File: config.mk
export PLATFORM = sky130hd
export DESIGN_NAME = battle_dp_core
export DESIGN_NICKNAME = d
export VERILOG_FILES = /design/src/rtl/battle_dp_core.sv
export SDC_FILE = /design/constraint.sdc
export NUM_CORES = 1
export LEC_CHECK = 0
export CAP_MARGIN = 40
export CORE_ASPECT_RATIO = 1.25
export CORE_MARGIN = 1
export CORE_UTILIZATION = 52
export CTS_CLUSTER_SIZE = 8
export DETAILED_ROUTE_END_ITERATION = 16
export HOLD_SLACK_MARGIN = 0.15
export PLACE_DENSITY = 0.78
export SYNTH_ARGS = -nofsm -noshare
export SYNTH_HDL_FRONTEND = slang
export SYNTH_HIERARCHICAL = 1
export SYNTH_SLANG_ARGS = --single-unit
File: constraint.sdc
create_clock -name clk -period 2 [get_ports clk]
set_input_delay 0.3 -clock clk [delete_from_list [all_inputs] [get_ports clk]]
set_output_delay 0.3 -clock clk [all_outputs]
set_load 0.005 [all_outputs]
File: src/rtl/battle_dp_core.sv
// battle_dp_core: combatant HP, move-choice/accuracy LFSR, move table and hit/damage resolution.
// Define CRIT_HIT_EN to enable critical hits (lfsr[11:8] == 4'hF doubles damage, capped at 15).

module battle_dp_hp_lane #(
  parameter int unsigned MAX_HP = 9
) (
  input  logic       clk,
  input  logic       rst,
  input  logic       apply_i,
  input  logic [3:0] dmg_i,
  output logic [3:0] hp_o,
  output logic       ko_o
);
  logic [3:0] hp_q, hp_d;

  // Saturating subtract: a KO'd combatant stays at 0.
  always_comb begin
    hp_d = hp_q;
    if (apply_i) hp_d = (hp_q > dmg_i) ? hp_q - dmg_i : 4'd0;
  end

  always_ff @(posedge clk or posedge rst) begin
    if (rst) hp_q <= 4'(MAX_HP);
    else     hp_q <= hp_d;
  end

  assign hp_o = hp_q;
  assign ko_o = (hp_q == 4'd0);
endmodule

module battle_dp_core #(
  parameter int unsigned  MAX_HP    = 9,
  parameter logic [15:0]  LFSR_SEED = 16'hACE1
) (
  input  logic       clk,
  input  logic       rst,
  input  logic       target,
  input  logic [1:0] p_move,
  input  logic       actr,
  input  logic       calc_dmg,
  input  logic       app_dmg,
  input  logic       rng_hold,
  output logic [3:0] p_hp,
  output logic [3:0] AI_hp,
  output logic [1:0] ai_move,
  output logic       hit,
  output logic [3:0] dmg,
  output logic       crit,
  output logic       p_ko,
  output logic       ai_ko
);
  localparam int unsigned NUM_LANES = 2;
  localparam logic [15:0] SEED = (LFSR_SEED == 16'h0000) ? 16'h0001 : LFSR_SEED;

  typedef struct packed {
    logic [3:0] dmg;
    logic [3:0] acc;
  } move_t;

  function automatic move_t move_lut(input logic [1:0] mv);
    case (mv)
      2'd0:    return '{dmg: 4'd1, acc: 4'd15};
      2'd1:    return '{dmg: 4'd2, acc: 4'd12};
      2'd2:    return '{dmg: 4'd3, acc: 4'd8};
      default: return '{dmg: 4'd5, acc: 4'd4};
    endcase
  endfunction

  logic [15:0] lfsr_q, lfsr_d;
  logic        hit_q, hit_d;
  logic [3:0]  dmg_q, dmg_d;
  logic [1:0]  mv;
  move_t       ent;
  logic [3:0]  acc_rnd;
  logic        crit_hit;
  logic [3:0]  dmg_calc;

  always_comb begin
    lfsr_d = lfsr_q;
    if (!rng_hold) lfsr_d = {lfsr_q[14:0], lfsr_q[15] ^ lfsr_q[13] ^ lfsr_q[12] ^ lfsr_q[10]};
  end

  always_ff @(posedge clk or posedge rst) begin
    if (rst) lfsr_q <= SEED;
    else     lfsr_q <= lfsr_d;
  end

  assign ai_move = lfsr_q[1:0];
  assign acc_rnd = lfsr_q[7:4];
  assign mv      = actr ? ai_move : p_move;
  assign ent     = move_lut(mv);

`ifdef CRIT_HIT_EN
  logic [4:0] dbl;
  logic       crit_q, crit_d;

  assign crit_hit = (lfsr_q[11:8] == 4'hF);
  assign dbl      = {ent.dmg, 1'b0};
  assign dmg_calc = crit_hit ? ((dbl > 5'd15) ? 4'd15 : dbl[3:0]) : ent.dmg;

  always_comb begin
    crit_d = crit_q;
    if (calc_dmg) crit_d = crit_hit;
  end

  always_ff @(posedge clk or posedge rst) begin
    if (rst) crit_q <= 1'b0;
    else     crit_q <= crit_d;
  end

  assign crit = crit_q;
`else
  assign crit_hit = 1'b0;
  assign dmg_calc = ent.dmg;
  assign crit     = crit_hit;
`endif

  // Apply reads hit_q/dmg_q (pre-edge), so a same-cycle calc only affects later applies.
  always_comb begin
    hit_d = hit_q;
    dmg_d = dmg_q;
    if (calc_dmg) begin
      hit_d = (ent.acc >= acc_rnd);
      dmg_d = dmg_calc;
    end
  end

  always_ff @(posedge clk or posedge rst) begin
    if (rst) begin
      hit_q <= 1'b0;
      dmg_q <= 4'd0;
    end else begin
      hit_q <= hit_d;
      dmg_q <= dmg_d;
    end
  end

  assign hit = hit_q;
  assign dmg = dmg_q;

  // Lane 0 = player, lane 1 = AI.
  logic [NUM_LANES-1:0][3:0] hp;
  logic [NUM_LANES-1:0]      ko;

  for (genvar g = 0; g < NUM_LANES; g++) begin : g_lane
    battle_dp_hp_lane #(.MAX_HP(MAX_HP)) u_hp (
      .clk     (clk),
      .rst     (rst),
      .apply_i (app_dmg && hit_q && (target == 1'(g))),
      .dmg_i   (dmg_q),
      .hp_o    (hp[g]),
      .ko_o    (ko[g])
    );
  end

  assign p_hp  = hp[0];
  assign AI_hp = hp[1];
  assign p_ko  = ko[0];
  assign ai_ko = ko[1];
endmodule

==> reports/metrics.yaml <==
synth_xor_area_share_pct: 3.80
ctsHoldBuffers: 0
nFillCells: 228
cts_tree: "built"
diodes: 0
fin_crit_ps: 1900
pwr-share-clk_pct: 9.6
fmax_mhz: 525
synthArstFlopShare_pct: 100
ff_latch_area_um2: 716
pin_count: 27
path_cells: "nor4_2 -> clkdlybuf4s50_1"
peakVddDrop_uv: 897
drive_gt1_share_pct: 22.9
clk_path_buf_depth: 2
hpwl_um: 2310
die_h_um: 64.3
dr.pass1.iters: 4
avgSynthCellArea_um2: 10.9
wl_um: 2810
crit_fanout: 4
grt_pass1_vias: 1259
yosysMostFrequentCell: "inv_1"
synth.largest_area_cell: "dfrtp_1"
cp.required_ps: 1700
initial_core_util_pct: 54.8
grt_pass1_wl_um: 5190
antenna_left: 0
cp.arrival_ps: 1600
drc: 0
fp.dieW_um: 51.8
drtIter0Drc: 30
worstReg2RegStart: "g_lane[0].u_hp/hp_o[0]"
setup_tns_ps: 0
synthTopCellsByArea: "dfrtp_1, dfstp_2, ha_1"
grt_max_degree: 21
cpPeakStageDelay_ps: 540
p_seq_share_pct: 38.3
die-area_mm2: 0.00333
clock_skew_ps: 5.63
h-tree-depth: 1
ys_seq_area_share_pct: 44.4
synth-adder-area-share_pct: 14.9
p_switching_uw: 988
post_drt_wl_per_cell_um: 13.1
muxShareOfSynthArea_pct: 11.6
finalNetCount: 207
netSwitchingFraction_pct: 34.9
synth_area_mm2: 0.00161
criticalPathCategory: "reg2out"
maxCapViolCount: 0
synthCells: 148
synth_common_cells: "inv_1, dfrtp_1, ha_1, mux2_2, dfstp_2"
timing.rr.end: "g_lane[0].u_hp/hp_o[0]"
synth_compound_area_share_pct: 10.8
cpMaxStageDelayCell: "clkdlybuf4s50_1"
holdCritPathClass: "in2async"
finalSetupViolCount: 0
pwr_density_cell_mw_per_mm2: 1450
synth_ff_type: "dfrtp_1"
numPortBuffers: 24
grt_antenna_before_repair: 0
clock_latency_ps: 330
cts.sinks: 28
final_cell_area_mm2: 0.00195
vias: 1121
finalPower_mw: 2.83
synth-seq-cells: 28
power_leakage_nw: 0.875
r2r_slack_ps: 150
multi_input_area_um2: 768
holdWs_ps: 206
maxSlewViolCount: 0
cts_buffers: 3
power.internal_mw: 1.84
reg2reg_depth: 7
row_count: 22
grt_setup_unrepaired: "false"
core-area_mm2: 0.00295
track_usage_pct: 21.0
p_comb_share_pct: 52.1
netlist.area_leader.share_pct: 24.8
status: "finished clean"
synthSimpleGateAreaFrac_pct: 5.20
area_delta_synth_final_pct: 20.8
place_area_mm2: 0.00191
globalplace.congestion: 0.821
end_kind: "primary output"
synth_edf_count: 0
synth.distinct_cells: 27
root_buffer: "clkbuf_4"
final_min_period_over_clock_period_pct: 95.2
routed_via_density: 5.21
worstSetupStartpointType: "flip-flop"
hold_violations: 0
synth_top_family_by_area: "adder cells"
ys_warn_count: 6
crit_path_start: "g_lane[0].u_hp/hp_o[1]"
grt_overflow: 0
clk_pin_slew_ps: 140
==> worst max-delay path, delay by kind of cell, from the launching register on <==
family / cells / cell delay (ps)
buffers and inverters: 1 / 540
DFF: 1 / 450
and+or+nand+nor: 1 / 290
==> state kept, by name (all words and copies together) (netlist names) <==
signal	count
dmg	3
g_lane.u_hp/hp_o	8
hit	1
lfsr_q	16
==> repair_timing <==
action / 4_1_cts / 5_1_grt
resized for setup: 0 / 1
buffers inserted: 0 / 0
endpoints found under the setup margin: 0 / 1
==> logic make-up after synthesis <==
logic type               Yosys count
other                              1
XOR/XNOR                           7
flip-flops                        28
multiplexers                      17
buffers and inverters             32
AO/OA/AOI/OAI                     27
adder cells (fa/ha/maj)           18
AND/OR/NAND/NOR                   18
==> layout by cell type, fill, tap and decap left out, types with 2 or more instances in the layout <==
cell type,count
dfrtp_1,16
conb_1,4
nand2_1,9
xor2_1,2
o21ai_2,4
o21a_1,4
clkbuf_4,3
ha_1,16
nor2b_1,2
o22ai_1,8
nor2_1,2
mux2_2,14
clkdlybuf4s50_1,24
fa_1,2
a21oi_1,3
o21ai_0,5
mux2i_1,3
xnor2_1,5
buf_4,6
inv_1,26
dfstp_2,12
==> stage by stage <==
step                setup WS, ps  std cells  util [%]
floorplan                    324        151         -
global placement            -119        211      64.7
detailed placement          -234        211      64.7
CTS                         77.4        215      65.9
global route                27.4        215      66.1
finish                      96.8        215      66.1
==> how the worst max path moves through the flow <==
stage / to / slack (ps) / cells past startpoint
final: p_ko / 100 / 2
after global routing: g_lane[1].u_hp/hp_o[0] / 30 / 7
after CTS: p_ko / 80 / 2
after detailed placement: hit / -230 / 9
after global placement: hit / -120 / 9
after floorplan: g_lane[0].u_hp/hp_o[0] / 320 / 7
==> power by group through the flow <==
stage | Clock (mW) | Combinational, mW | Sequential [mW]
6_report | 0.271 | 1.48 | 1.08
5_1_grt | 0.301 | 1.67 | 1.13
3_5_place_dp | 0 | 1.47 | 1.10
3_3_place_gp | 0 | 1.40 | 1.08
2_1_floorplan | 0 | 0.950 | 1.05
4_1_cts | 0.284 | 1.48 | 1.08
==> metal layers <==
metal / vias up / wire [µm] / track usage [%]
li1: 548 / - / -
met1: 534 / 1100 / 21.9
met2: 30 / 1530 / 39.1
met3: 9 / 115 / 3.33
met4: 0 / 72 / 10.1
met5: - / 0 / 0
==> layout make-up <==
class	instances	share of cell area, %
clock buffer	4	1.86
multi-input combinational	91	39.4
inverter	26	5.01
tap	36	2.31
sequential	28	36.7
timing repair buffer	30	14.6
(Power assumes the default switching activity.)
